### config.mk
export PLATFORM = sky130hd
export DESIGN_NAME = ctrl_pipe
export DESIGN_NICKNAME = d
export VERILOG_FILES = /design/src/rtl/ctrl_pipe.sv
export SDC_FILE = /design/constraint.sdc
export NUM_CORES = 1
export LEC_CHECK = 0
export ABC_CLOCK_PERIOD_IN_PS = 3800
export BUFFER_PORTS_ARGS = -buffer_cell sky130_fd_sc_hd__clkbuf_2
export CELL_PAD_IN_SITES_DETAIL_PLACEMENT = 1
export CELL_PAD_IN_SITES_GLOBAL_PLACEMENT = 1
export CORE_ASPECT_RATIO = 0.5
export CORE_MARGIN = 4
export CORE_UTILIZATION = 40
export DETAILED_ROUTE_END_ITERATION = 16
export PLACE_DENSITY = 0.85
export SLEW_MARGIN = 40
export SYNTH_ARGS = -nofsm -noshare
export SYNTH_HDL_FRONTEND = slang
export SYNTH_SLANG_ARGS = --single-unit
### constraint.sdc
create_clock -name clk -period 3.8 [get_ports clk]
set_input_delay 0.38 -clock clk [delete_from_list [all_inputs] [get_ports clk]]
set_output_delay 0.38 -clock clk [all_outputs]
set_load 0.02 [all_outputs]
### src/rtl/ctrl_pipe.sv
// ctrl_pipe: consumer end of the decode-stage control bundle.
//
// Carries the D-stage control signals through the E, M and W stage registers.
// Resolves branch/jump outcome from the E register and drives the PC select.
// Requests a D-stage flush on redirect and counts retired instructions.
//
// Optional feature macro: CTRL_PIPE_UNSIGNED_BRANCH_EN
//   defined   -> branchD 101 = BLTU (taken if ltuE), 110 = BGEU (taken if !ltuE)
//   undefined -> codes 101/110 never taken, ltuE ignored
//
// Ports:
//   clk, rst                     clock, synchronous active-high reset
//   validD .. aluCtrlD           decoded D-stage control bundle
//   flushE                       hazard-unit bubble request into E
//   zeroE, ltE, ltuE             ALU flags for branch resolution
//   ALUSrcE, aluCtrlE            E-stage ALU controls
//   resultSrcE, regWriteE        E-stage writeback info (hazard unit)
//   pcSrcE, flushDReq            redirect select and D-stage kill request
//   regWriteM, resultSrcM,
//   memWriteM                    M-stage controls
//   regWriteW, resultSrcW        W-stage controls
//   retired                      retired-instruction count (wraps)
module ctrl_pipe #(
    parameter int CNT_W = 32
) (
    input  logic             clk,
    input  logic             rst,
    input  logic             validD,
    input  logic             regWriteD,
    input  logic [1:0]       resultSrcD,
    input  logic             memWriteD,
    input  logic [1:0]       jumpD,
    input  logic [2:0]       branchD,
    input  logic             ALUSrcD,
    input  logic [2:0]       aluCtrlD,
    input  logic             flushE,
    input  logic             zeroE,
    input  logic             ltE,
    input  logic             ltuE,
    output logic             ALUSrcE,
    output logic [2:0]       aluCtrlE,
    output logic [1:0]       resultSrcE,
    output logic             regWriteE,
    output logic [1:0]       pcSrcE,
    output logic             flushDReq,
    output logic             regWriteM,
    output logic [1:0]       resultSrcM,
    output logic             memWriteM,
    output logic             regWriteW,
    output logic [1:0]       resultSrcW,
    output logic [CNT_W-1:0] retired
);

    typedef struct packed {
        logic       reg_write;
        logic [1:0] result_src;
        logic       mem_write;
        logic [1:0] jump;
        logic [2:0] branch;
        logic       alu_src;
        logic [2:0] alu_ctrl;
    } e_ctrl_t;

    typedef struct packed {
        logic       reg_write;
        logic [1:0] result_src;
        logic       mem_write;
    } m_ctrl_t;

    typedef struct packed {
        logic       reg_write;
        logic [1:0] result_src;
    } w_ctrl_t;

    // valid shift register: [1]=E, [2]=M, [3]=W
    logic [3:1]       vld_pipe_d, vld_pipe_q;
    e_ctrl_t          e_d, e_q;
    m_ctrl_t          m_d, m_q;
    w_ctrl_t          w_d, w_q;
    logic [CNT_W-1:0] retired_d, retired_q;

    logic             br_taken;
    logic [1:0]       pc_src;
    logic             bubble;

`ifndef CTRL_PIPE_UNSIGNED_BRANCH_EN
    logic unused_ltu;
    assign unused_ltu = ltuE;
`endif

    // Branch/jump resolution from the E register.
    always_comb begin
        br_taken = 1'b0;
        case (e_q.branch)
            3'b001:  br_taken = zeroE;
            3'b010:  br_taken = ~zeroE;
            3'b011:  br_taken = ltE;
            3'b100:  br_taken = ~ltE;
`ifdef CTRL_PIPE_UNSIGNED_BRANCH_EN
            3'b101:  br_taken = ltuE;
            3'b110:  br_taken = ~ltuE;
`endif
            default: br_taken = 1'b0;
        endcase

        pc_src = 2'b00;
        if (vld_pipe_q[1]) begin
            // jump wins over branch; jump code 11 is reserved (none)
            if (e_q.jump == 2'b01)
                pc_src = 2'b01;
            else if (e_q.jump == 2'b10)
                pc_src = 2'b10;
            else if (br_taken)
                pc_src = 2'b01;
        end
    end

    always_comb begin
        // flushE and redirect collapse into the same single bubble
        bubble        = flushE | (pc_src != 2'b00);
        vld_pipe_d    = {vld_pipe_q[2:1], validD & ~bubble};

        e_d = '0;
        if (vld_pipe_d[1]) begin
            e_d.reg_write  = regWriteD;
            e_d.result_src = resultSrcD;
            e_d.mem_write  = memWriteD;
            e_d.jump       = jumpD;
            e_d.branch     = branchD;
            e_d.alu_src    = ALUSrcD;
            e_d.alu_ctrl   = aluCtrlD;
        end

        m_d.reg_write  = e_q.reg_write;
        m_d.result_src = e_q.result_src;
        m_d.mem_write  = e_q.mem_write;

        w_d.reg_write  = m_q.reg_write;
        w_d.result_src = m_q.result_src;

        retired_d = retired_q + {{(CNT_W-1){1'b0}}, vld_pipe_q[3]};
    end

    always_ff @(posedge clk) begin
        if (rst) begin
            vld_pipe_q <= '0;
            e_q        <= '0;
            m_q        <= '0;
            w_q        <= '0;
            retired_q  <= '0;
        end else begin
            vld_pipe_q <= vld_pipe_d;
            e_q        <= e_d;
            m_q        <= m_d;
            w_q        <= w_d;
            retired_q  <= retired_d;
        end
    end

    assign ALUSrcE    = e_q.alu_src;
    assign aluCtrlE   = e_q.alu_ctrl;
    assign resultSrcE = e_q.result_src;
    assign regWriteE  = e_q.reg_write & vld_pipe_q[1];
    assign pcSrcE     = pc_src;
    assign flushDReq  = (pc_src != 2'b00);
    assign regWriteM  = m_q.reg_write & vld_pipe_q[2];
    assign resultSrcM = m_q.result_src;
    assign memWriteM  = m_q.mem_write & vld_pipe_q[2];
    assign regWriteW  = w_q.reg_write & vld_pipe_q[3];
    assign resultSrcW = w_q.result_src;
    assign retired    = retired_q;

endmodule

==> metrics.csv <==
stage,metric,value,unit
clock_tree,# clock sinks,55,
logic_synthesis,Cells after Synth,264,
finish,Post-Layout Cell Count,391,
clock_tree,Root Buffer,clkbuf_16,
global_routing,GRT Util Overall,0.1673,
clock_tree,CTS Buf Count,5,
logic_synthesis,syn nets,286,
clock_tree,hold buffers post-CTS,0,
global_routing,first-pass GRT wire length,10090,µm
outcome,run status,"finished, final reports clean",
setup_path,R2R setup slack,1410,ps
global_routing,vias in the first global route,2231,
logic_synthesis,"EDFF count, synth",0,
logic_synthesis,Commonest cells post-synth,"dfxtp_1, a21oi_1, inv_1",
finish,ANT cells,0,
logic_synthesis,main flop type after synthesis,dfxtp_1,
floorplan,core area,5587,µm²
logic_synthesis,post-synthesis register bit count,55,
setup_path,R2R cell count,6,
finish,layout cells sized above 1,0.2547,
clock_tree,Max Root-Sink Buffers,2,
timing,Max Freq,419.1,MHz
logic_synthesis,Cell variety after synth,31,
logic_synthesis,synth warn,0,
timing,Period minus WS final,2386,ps
routing,post-DR wirelength/cell,14.52,µm
clock_tree,CTS tree,yes,
power,Max VDD drop,157.1,µV
floorplan,Die X,116.3,µm
routing,First DRT Iteration DRCs,77,
global_routing,pin count of the biggest net entering global routing,28,
setup_path,crit path from,vld_pipe_q[3]$_SDFF_PP0_,
setup_path,crit path kind,reg2reg,
timing,Final Hold Fails,0,
finish,area delta synth->final,20.26,%
finish,final instance area,2823,µm²
job,max_cap viols,0,
floorplan,# IOs,69,
logic_synthesis,Syn Area/Cell,8.891,µm²
logic_synthesis,asr flop ratio synth,0,
logic_synthesis,area share of the largest cell type after synthesis,0.4691,
placed_design,placed insts,383,
placed_design,dpl hpwl,4225,µm
placed_design,port bufs,67,
logic_synthesis,"Seq/Total Area, Yosys",0.4691,
setup_path,arrival time at the worst endpoint,2600,ps
logic_synthesis,most numerous cell in the Yosys netlist,dfxtp_1,
finish,Fill cells,663,
clock_tree,H-tree depth,2,
global_routing,GRT overflow,0,
logic_synthesis,post-synthesis cell area,2347,µm²
placed_design,pre-CTS WS,1423,ps
routing,Detailed Route WL,5678,µm
floorplan,# rows,19,
timing,Setup WS post-layout,1414,ps
timing,max-slew violation count,0,
global_routing,initial antenna violation count,0,
routing,DRC viols,0,
logic_synthesis,"top cells by area, synth","dfxtp_1, a21oi_1, a211oi_1, or4_1, nor2b_1",
setup_path,Critical Path RT,4020,ps
setup_path,crit end category,flop,
floorplan,chip height,62.17,µm
timing,slew margin rel.,0.5806,
routing,antenna-violating nets left,0,
timing,Final Setup Violations,0,
floorplan,Starting Density,0.4202,
placed_design,GP Congestion,0.7918,
routing,router iterations before antenna repair,3,
clock_tree,post-CTS setup buffers,0,
power,Power Dens Cells,382.7,nW/µm²
setup_path,Reg2Reg Launch Point,vld_pipe_q[3]$_SDFF_PP0_,
clock_tree,# resized after CTS,0,
routing,DR vias/cell,5.274,
setup_path,CP max FO,13,
clock_tree,"CTS clk-pin slew, worst paths",70,ps
worst_hold_path,min-delay worst type,in2reg,
timing,Worst Hold Margin,281.6,ps
floorplan,die area,7232,µm²
timing,Setup TNS,0,ps
setup_path,Critical Path Source Type,flop,
clock_tree,worst skew pair latency,290,ps
logic_synthesis,Synth area leader,dfxtp_1,
setup_path,crit path capture,retired[30]$_SDFF_PP0_,
finish,Final nets,339,
timing,final setup skew,2.754,ps
setup_path,reg2reg end,retired[30]$_SDFF_PP0_,
timing,worst slew pin tran,623.3,ps
timing,final clock period utilization by the worst path,0.6279,
timing,RSZ-0062 raised after global routing,false,
routing,DR vias,2062,
power,Leakage,1.150,nW
placed_design,dpl cell area,2681,µm²
==> sequential cells by signal, indices dropped and copies added, names as in the netlist <==
| signal | count |
|---|---|
| e_q | 7 |
| aluCtrlE | 3 |
| m_q | 2 |
| resultSrcW | 2 |
| vld_pipe_q | 3 |
| resultSrcM | 2 |
| ALUSrcE | 1 |
| resultSrcE | 2 |
| retired | 32 |
| w_q | 1 |
==> final cells by class <==
type | count | area [µm²] | area share
sequential | 55 | 1101 | 0.3901
tap | 73 | 91.34 | 0.03236
inverter | 18 | 67.56 | 0.02394
multi-input combinational | 169 | 1059 | 0.3750
clock buffer | 6 | 128.9 | 0.04566
timing repair buffer | 68 | 362.8 | 0.1285
clock inverter | 2 | 12.51 | 0.004433
==> worst min path at each step <==
| stage | start | to | slack [ps] | depth (start not counted) |
|---|---|---|---|---|
| floorplan | e_q[9]$_SDFF_PP0_ | m_q[0]$_SDFF_PP0_ | 410 | 1 |
| global placement | e_q[9]$_SDFF_PP0_ | m_q[0]$_SDFF_PP0_ | 430 | 1 |
| detailed placement | e_q[9]$_SDFF_PP0_ | m_q[0]$_SDFF_PP0_ | 420 | 1 |
| CTS | aluCtrlD[1] | aluCtrlE[1]$_SDFF_PP0_ | 280 | 3 |
| global route | branchD[1] | e_q[5]$_SDFF_PP0_ | 280 | 3 |
| finish | aluCtrlD[1] | aluCtrlE[1]$_SDFF_PP0_ | 280 | 3 |
==> critical path, stage by stage (launching register included) <==
cell and delay (ps):
dfxtp_1 350, ha_1 230, ha_1 220, nand3_2 190, or3_1 600, or4_1 570
a21oi_1 150
==> cell families (layout without fill, tap and decap cells) <==
kind of cell | Yosys count | count (layout) | share of synthesized area
muxes | 3 | 3 | 0.01439
adders and majority gates | 2 | 2 | 0.01066
DFF | 55 | 55 | 0.4691
AOI/OAI and AO/OA | 55 | 55 | 0.1482
xor gates and xnor gates | 9 | 9 | 0.03358
and+or+nand+nor | 100 | 100 | 0.2441
buffers and inverters | 40 | 94 | 0.07995
==> report_power, final <==
group          switching (mW)  total, mW  internal [mW]
combinational          0.0273     0.0453         0.0181
sequential            0.00422      0.586          0.582
clock                   0.205      0.449          0.244
==> placed cells by master (no fill, tap or decap), types with 3 or more instances in the layout <==
cell       Yosys  routed
nand3_1        7       7
o21ai_0        8       8
nand2b_1       3       3
and2_1         5       5
o31ai_1       11      11
nand2_1       13      13
nor2b_1       15      15
nor3_1         3       3
nor2_1        16      16
nand4_1        7       7
a21oi_1       20      20
xor2_1         5       5
clkbuf_2       0      67
dfxtp_1       55      55
mux2_2         3       3
and4_1         3       3
or3_1          8       8
or4_1         13      13
clkbuf_16      0       5
inv_1         18      18
a211oi_1      13      13
xnor2_1        4       4
==> stage by stage <==
stage / total power [mW] / util
after global placement: 0.6394 / 0.4750
after floorplan: 0.6272 / -
after detailed placement: 0.6454 / 0.4800
after CTS: 1.095 / 0.5053
final: 1.080 / 0.5053
after global routing: 1.134 / 0.5053
==> metal layers <==
metal / GRT usage / part of all wire / wire [µm]
met1: 0.1889 / 0.42 / 2390
met2: 0.3077 / 0.53 / 3019
met5: 0 / 0 / 0
met3: 0.04268 / 0.038 / 214
met4: 0.04776 / 0.0093 / 53
(Power assumes the default switching activity.)
